`config.mk`:
```
export PLATFORM = sky130hd
export DESIGN_NAME = fpu_writeback_scoreboard
export DESIGN_NICKNAME = d
export VERILOG_FILES = /design/src/rtl/fpu_writeback_scoreboard.sv
export SDC_FILE = /design/constraint.sdc
export NUM_CORES = 1
export LEC_CHECK = 0
export CAP_MARGIN = 20
export CORE_AREA = 2 2 93 162
export DETAILED_ROUTE_END_ITERATION = 8
export DIE_AREA = 0 0 95 164
export GPL_ROUTABILITY_DRIVEN = 1
export PLACE_DENSITY = 0.8
export REMOVE_ABC_BUFFERS = 1
export SKIP_LAST_GASP = 1
export SLEW_MARGIN = 10
export SYNTH_ARGS = -nofsm -noshare
export SYNTH_HDL_FRONTEND = slang
export SYNTH_SLANG_ARGS = --single-unit
export TNS_END_PERCENT = 1
```
`constraint.sdc`:
```
create_clock -name clk_i -period 2.44 [get_ports clk_i]
set_input_delay 0.244 -clock clk_i [delete_from_list [all_inputs] [get_ports clk_i]]
set_output_delay 0.244 -clock clk_i [all_outputs]
set_load 0.02 [all_outputs]
```
`src/rtl/fpu_writeback_scoreboard.sv`:
```
// Merges fixed-latency FPU results and handshaked load results onto one registered RF write port and tracks a busy scoreboard for issue hazards.
// Optional commit-write forwarding is enabled by defining FPU_WB_BYPASS_EN.
module fpu_writeback_scoreboard #(
   parameter int DATA_WIDTH = 32,
   parameter int NUM_REGS   = 64
) (
   input  logic                          clk_i,
   input  logic                          rst_ni,
   input  logic                          issue_valid_i,
   input  logic [$clog2(NUM_REGS)-1:0]   issue_dest_i,
   input  logic [$clog2(NUM_REGS)-1:0]   src1_i,
   input  logic [$clog2(NUM_REGS)-1:0]   src2_i,
   output logic                          hazard_o,
   input  logic                          fpu_wb_valid_i,
   input  logic [$clog2(NUM_REGS)-1:0]   fpu_wb_dest_i,
   input  logic [DATA_WIDTH-1:0]         fpu_wb_data_i,
   input  logic                          ld_wb_valid_i,
   output logic                          ld_wb_ready_o,
   input  logic [$clog2(NUM_REGS)-1:0]   ld_wb_dest_i,
   input  logic [DATA_WIDTH-1:0]         ld_wb_data_i,
   output logic                          rf_we_o,
   output logic [$clog2(NUM_REGS)-1:0]   rf_waddr_o,
   output logic [DATA_WIDTH-1:0]         rf_wdata_o,
   output logic                          byp1_hit_o,
   output logic                          byp2_hit_o,
   output logic [DATA_WIDTH-1:0]         byp_data_o,
   output logic                          error_o
);
   localparam int AW = $clog2(NUM_REGS);

   logic [NUM_REGS-1:0]   busy;
   logic [NUM_REGS-1:0]   busy_nxt;
   logic                  accept;
   logic [AW-1:0]         win_dest;
   logic [DATA_WIDTH-1:0] win_data;
   logic                  issue_err;
   logic                  commit_err;

   // FPU cannot stall, so it always wins; a held-off load simply waits.
   assign ld_wb_ready_o = !fpu_wb_valid_i;

   always_comb begin
      accept   = fpu_wb_valid_i | ld_wb_valid_i;
      win_dest = ld_wb_dest_i;
      win_data = ld_wb_data_i;
      if (fpu_wb_valid_i) begin
         win_dest = fpu_wb_dest_i;
         win_data = fpu_wb_data_i;
      end
   end

   // Clear applied first so a same-cycle issue to the committing register keeps it busy.
   always_comb begin
      busy_nxt = busy;
      if (rf_we_o)
         busy_nxt[rf_waddr_o] = 1'b0;
      if (issue_valid_i)
         busy_nxt[issue_dest_i] = 1'b1;
   end

   assign issue_err  = issue_valid_i & busy[issue_dest_i] &
                       !(rf_we_o & (rf_waddr_o == issue_dest_i));
   assign commit_err = rf_we_o & !busy[rf_waddr_o];

   always_ff @(posedge clk_i or negedge rst_ni) begin
      if (!rst_ni) begin
         busy       <= '0;
         rf_we_o    <= 1'b0;
         rf_waddr_o <= '0;
         rf_wdata_o <= '0;
         error_o    <= 1'b0;
      end else begin
         busy    <= busy_nxt;
         rf_we_o <= accept;
         if (accept) begin
            rf_waddr_o <= win_dest;
            rf_wdata_o <= win_data;
         end
         if (issue_err | commit_err)
            error_o <= 1'b1;
      end
   end

`ifdef FPU_WB_BYPASS_EN
   assign byp1_hit_o = rf_we_o & (rf_waddr_o == src1_i);
   assign byp2_hit_o = rf_we_o & (rf_waddr_o == src2_i);
   assign byp_data_o = rf_wdata_o;
`else
   assign byp1_hit_o = 1'b0;
   assign byp2_hit_o = 1'b0;
   assign byp_data_o = '0;
`endif

   assign hazard_o = (busy[src1_i] & !byp1_hit_o) | (busy[src2_i] & !byp2_hit_o);

endmodule

```
-- After elaboration in Yosys (flattened, before gate mapping)
Cells that the tools add are included.
- order comparisons: 6
- eq/ne operators: 1
- mux-type cells: 16
- bitwise logic cells: 10
- reduce and logical (&&, ||, !) cells: 5
- operator list (kind ; count):
    two-way mux 64 bit ; 2
    AND 64 bit ; 1
    inverter 64 bit ; 1
    bitwise OR 64 bit ; 1
    two-way mux 32 bit ; 1
    < comparator 6 x 7 -> 1 bit (second input constant) ; 4
    binary-select mux 1 bit (select 6 bit) ; 4
    demux 1 bit (select 6 bit) ; 2
    greater-or-equal comparator 6 x 1 -> 1 bit (second input constant) ; 2
    equality test 6 bit ; 1
    two-way mux 1 bit ; 6
    two-way mux 6 bit ; 1
    AND 1 bit ; 4
    logical NOT 1 bit ; 3
    bitwise OR 1 bit ; 3
    logical AND 1 bit ; 2
- register bits: 104
- output and inout port bits: 76

-- Longest topological paths before layout
- depth after elaboration: 9
- mapped depth: 9
- gate-level depth less buffers: 7

-- Least setup slack after synthesis
No wires, ideal clock.
- path type: input -> output
- start: input port src1_i[0]
- end: output port hazard_o
- arrival: 1.967 ns
- required time: 2.196 ns
- path slack: 0.229 ns
- stages: 8
- buffers on the path: 2
- cells stage by stage: buf_2 -> buf_6 -> mux4_2 -> mux4_2 -> mux2i_1 -> nand2_1 -> o21ai_1 -> nand2_1
- cells in the longest elaborated chain, start to end: 3
- ends and longest elaborated chain (what ; RTL line ; text):
    from (decl) ; 11 ; input logic [$clog2(NUM_REGS)-1:0] src1_i,
    binary-select mux 1 bit (select 6 bit) ; 94 ; assign hazard_o = (busy[src1_i] & !byp1_hit_o) | (busy[src2_i] & !byp2_hit_o);
    two-way mux 1 bit (implied by the code) ; 94 ;
    bitwise OR 1 bit ; 94 ;
    to (decl) ; 13 ; output logic hazard_o,
Every way passes these cells. The select of a mux whose other input is x is not followed.

-- Final worst setup path
- start: register busy[38]
- end: output port hazard_o
- cells in the longest elaborated chain, start to end: 3
- elaborated cells between the ends (all ways): 5
- ends and longest elaborated chain (what ; RTL line ; text):
    from (decl) ; 31 ; logic [NUM_REGS-1:0] busy;
    from (signal assigned) ; 73 ; busy <= busy_nxt;
    binary-select mux 1 bit (select 6 bit) ; 94 ;
    two-way mux 1 bit (implied by the code) ; 94 ;
    bitwise OR 1 bit * ; 94 ;
Mark *: on every way between the ends. The rest lies on a longest branch, timed or not. The select of a mux whose other input is x is not followed.

==> metrics.csv <==
metric;value;unit
IO Count;175;
Area Overhead vs Synth;39.38;%
Synth Warn #;0;
leakage;0.004030;uW
cells after synthesis;705;
#FFs+latches synth;104;
vias in the first global route;7403;
Place WS;-0.7050;ns
most frequent cells in the layout;o21ai_0, clkdlybuf4s50_1, buf_4, dfrtp_1, nand2_1;
WL/cell;24.37;um
Max-Cap Viols;0;
most common cell after layout, fill and taps aside;o21ai_0;
critical path endpoint category;output pin;
DRC;0;
dominant synthesized flop cell;dfrtp_1;
relative slew slack;0.5486;
Max Slew Vio Count;0;
Final Cell Area;0.009747;sq mm
hold slack final;0.4220;ns
RePlAce Congestion;1.104;
CTS root buffer;clkbuf_16;
Synth area leader;dfrtp_1;
routed vias;7208;
WP data required;2.20;ns
Layout Nets;1035;
die span in x;95;um
largest net degree at the start of global routing;78;
most frequent CP cell;mux4_2;
H-tree levels;3;
mapped cell area;0.006993;sq mm
Final min period;2.699;ns
Synth top area share;0.3722;
clk_skew;0.01116;ns
Longest Clk Path Bufs;2;
clk slew on worst S/H paths;0.07;ns
RSZ-0062 raised after global routing;yes;
first-pass GRT wire length;41970;um
ys async rst share;1.000;
row count;58;
DP Wirelength;20280;um
PD cells;745.2;mW/mm^2
Worst Hold Class;in2async;
grt total ovfl;0;
# diodes;0;
setup ws final;-0.2590;ns
starting DRC count in detailed routing;894;
crit path cell chain;mux4_2 > mux4_2 > mux2_2 > o21ai_1 > nand2_1 > buf_4;
Worst-Margin Slew;0.6749;ns
failing checks;setup timing;
status;finished with violations;
synth top area cells;dfrtp_1, mux4_2, o21ai_0;
Non-Filler Instances;1121;
slowest cell delay on critical path;0.49;ns
routed wire length;27320;um
initial antenna violation count;0;
clk_lat worst skew;0.36;ns
routed vias/inst;6.430;
CTS tree;done;
chip height;164;um
die area;0.01558;sq mm
Peak Freq;370.5;MHz
share of cells above drive strength 1;0.2317;
Final setup viols;2;
Worst Setup Start Kind;flop;
CTS Buf Count;9;
DP Cell Count;1096;
maximum VDD drop;409.3;uV
core footprint;0.01430;sq mm
GRT Overall Usage;0.3676;
CP Class;reg2out;
Critical Path AT;2.46;ns
Starting Density;0.4891;
drt pass-1 iters;5;
ANT nets after route;0;
average size of a mapped cell;9.919;sq um
Slowest cell on crit path;mux4_2;
worst-path fanout max;3;
Final Hold Viols;0;
Seq/Total Area, Yosys;0.3722;
Tcrit/Tclk final;1.106;
clk sinks;104;
I/O Buffers;140;
synth unique cells;51;
Post-synth EDFFs;0;
Cell Area, Placed;0.009278;sq mm
## flip-flops by register name (all words and copies together) (netlist names)
name,flops
error_o,1
rf_waddr_o,6
rf_we_o,1
busy,64
rf_wdata_o,32
## critical path: cells and delay by family, from the launching register on
kind / cells / cell delay [ns]
AND/OR/NAND/NOR: 1 / 0.08
multiplexers: 3 / 1.23
AO/OA/AOI/OAI: 1 / 0.15
buffers and inverters: 1 / 0.16
flip-flops: 1 / 0.47
## kinds of logic (layout without fill, tap and decap cells)
logic type,Yosys count,after routing,share of synthesized area
compound gates,221,221,0.1736
simple gates,155,155,0.1125
buf+inv,99,302,0.07729
mux,119,119,0.2564
other cells,1,34,0.0005363
flops,104,104,0.3722
xor+xnor,6,6,0.007516
## stage by stage
step / util / total power (uW) / TNS (ns)
final: 0.6818 / 7263 / -0.3374
after global routing: 0.6818 / 7584 / -0.4451
after CTS: 0.6813 / 7132 / -0.1618
after detailed placement: 0.6490 / 5590 / -0.9684
after global placement: 0.6490 / 5502 / -0.9479
after floorplan: - / 3920 / -0.2966
## area by class of cell
type,count,area [sq um]
fillers,1098,4549
multi-input cells,535,3981
flip-flops and latches,104,2603
repair buffers,275,2594
clock buffers,9,225.2
well taps,180,225.2
clock inverters,7,77.57
inverters,11,41.29
## cells in the mapped netlist (2+ instances only)
library cell	instances
a22oi_1	10
xor2_1	3
nor3_1	5
buf_4	34
nand2_1	68
buf_1	4
nand3_1	18
a22o_1	3
and2b_1	2
mux2_2	8
nand4b_1	3
clkbuf_1	27
mux2_1	3
buf_6	2
nand4_1	5
o21ai_1	4
a31oi_1	6
inv_1	8
nor2_1	9
xnor2_1	3
nor2b_1	10
a21oi_1	11
clkinv_1	2
and3_1	4
mux4_2	47
nand2b_1	8
nand3b_1	12
or3_1	3
dfrtp_1	104
buf_2	21
a221oi_1	5
or3b_2	3
o21ai_0	171
mux2i_1	61
o41ai_1	2
## where the power goes
group	internal, uW	switching, uW	total [uW]
Sequential	2160	579	2730
Clock	809	727	1540
Combinational	1660	1330	2990
## routing by layer
metal	track usage	wire length, um
met1	0.4051	8843
met4	0.2833	2472
met2	0.6122	13600
met5	0	0
met3	0.07064	2397
## path summary, 6_finish.rpt
check | start | to | slack (ns) | depth (start not counted)
worst max-delay path | busy[38]$_DFF_PN0_ | hazard_o | -0.26 | 6
worst min-delay path | rst_ni | busy[40]$_DFF_PN0_ | 0.42 | 2
worst max register to register | rf_waddr_o[0]$_DFFE_PN0P_ | error_o$_DFFE_PN0P_ | 0.05 | 7
worst min register to register | error_o$_DFFE_PN0P_ | error_o$_DFFE_PN0P_ | 0.50 | 1
max in group asynchronous | rst_ni | busy[36]$_DFF_PN0_ | 1.31 | 3
min in group clk_i | fpu_wb_dest_i[2] | rf_waddr_o[2]$_DFFE_PN0P_ | 0.44 | 3
## what timing repair did
action	CTS	global route
endpoints found under the hold margin	39	0
buffers inserted	4	0
cloned	4	0
resized for setup	8	6
endpoints found under the setup margin	1	2
hold buffers	1	0
Note: power is estimated with default switching activity, not from simulation.
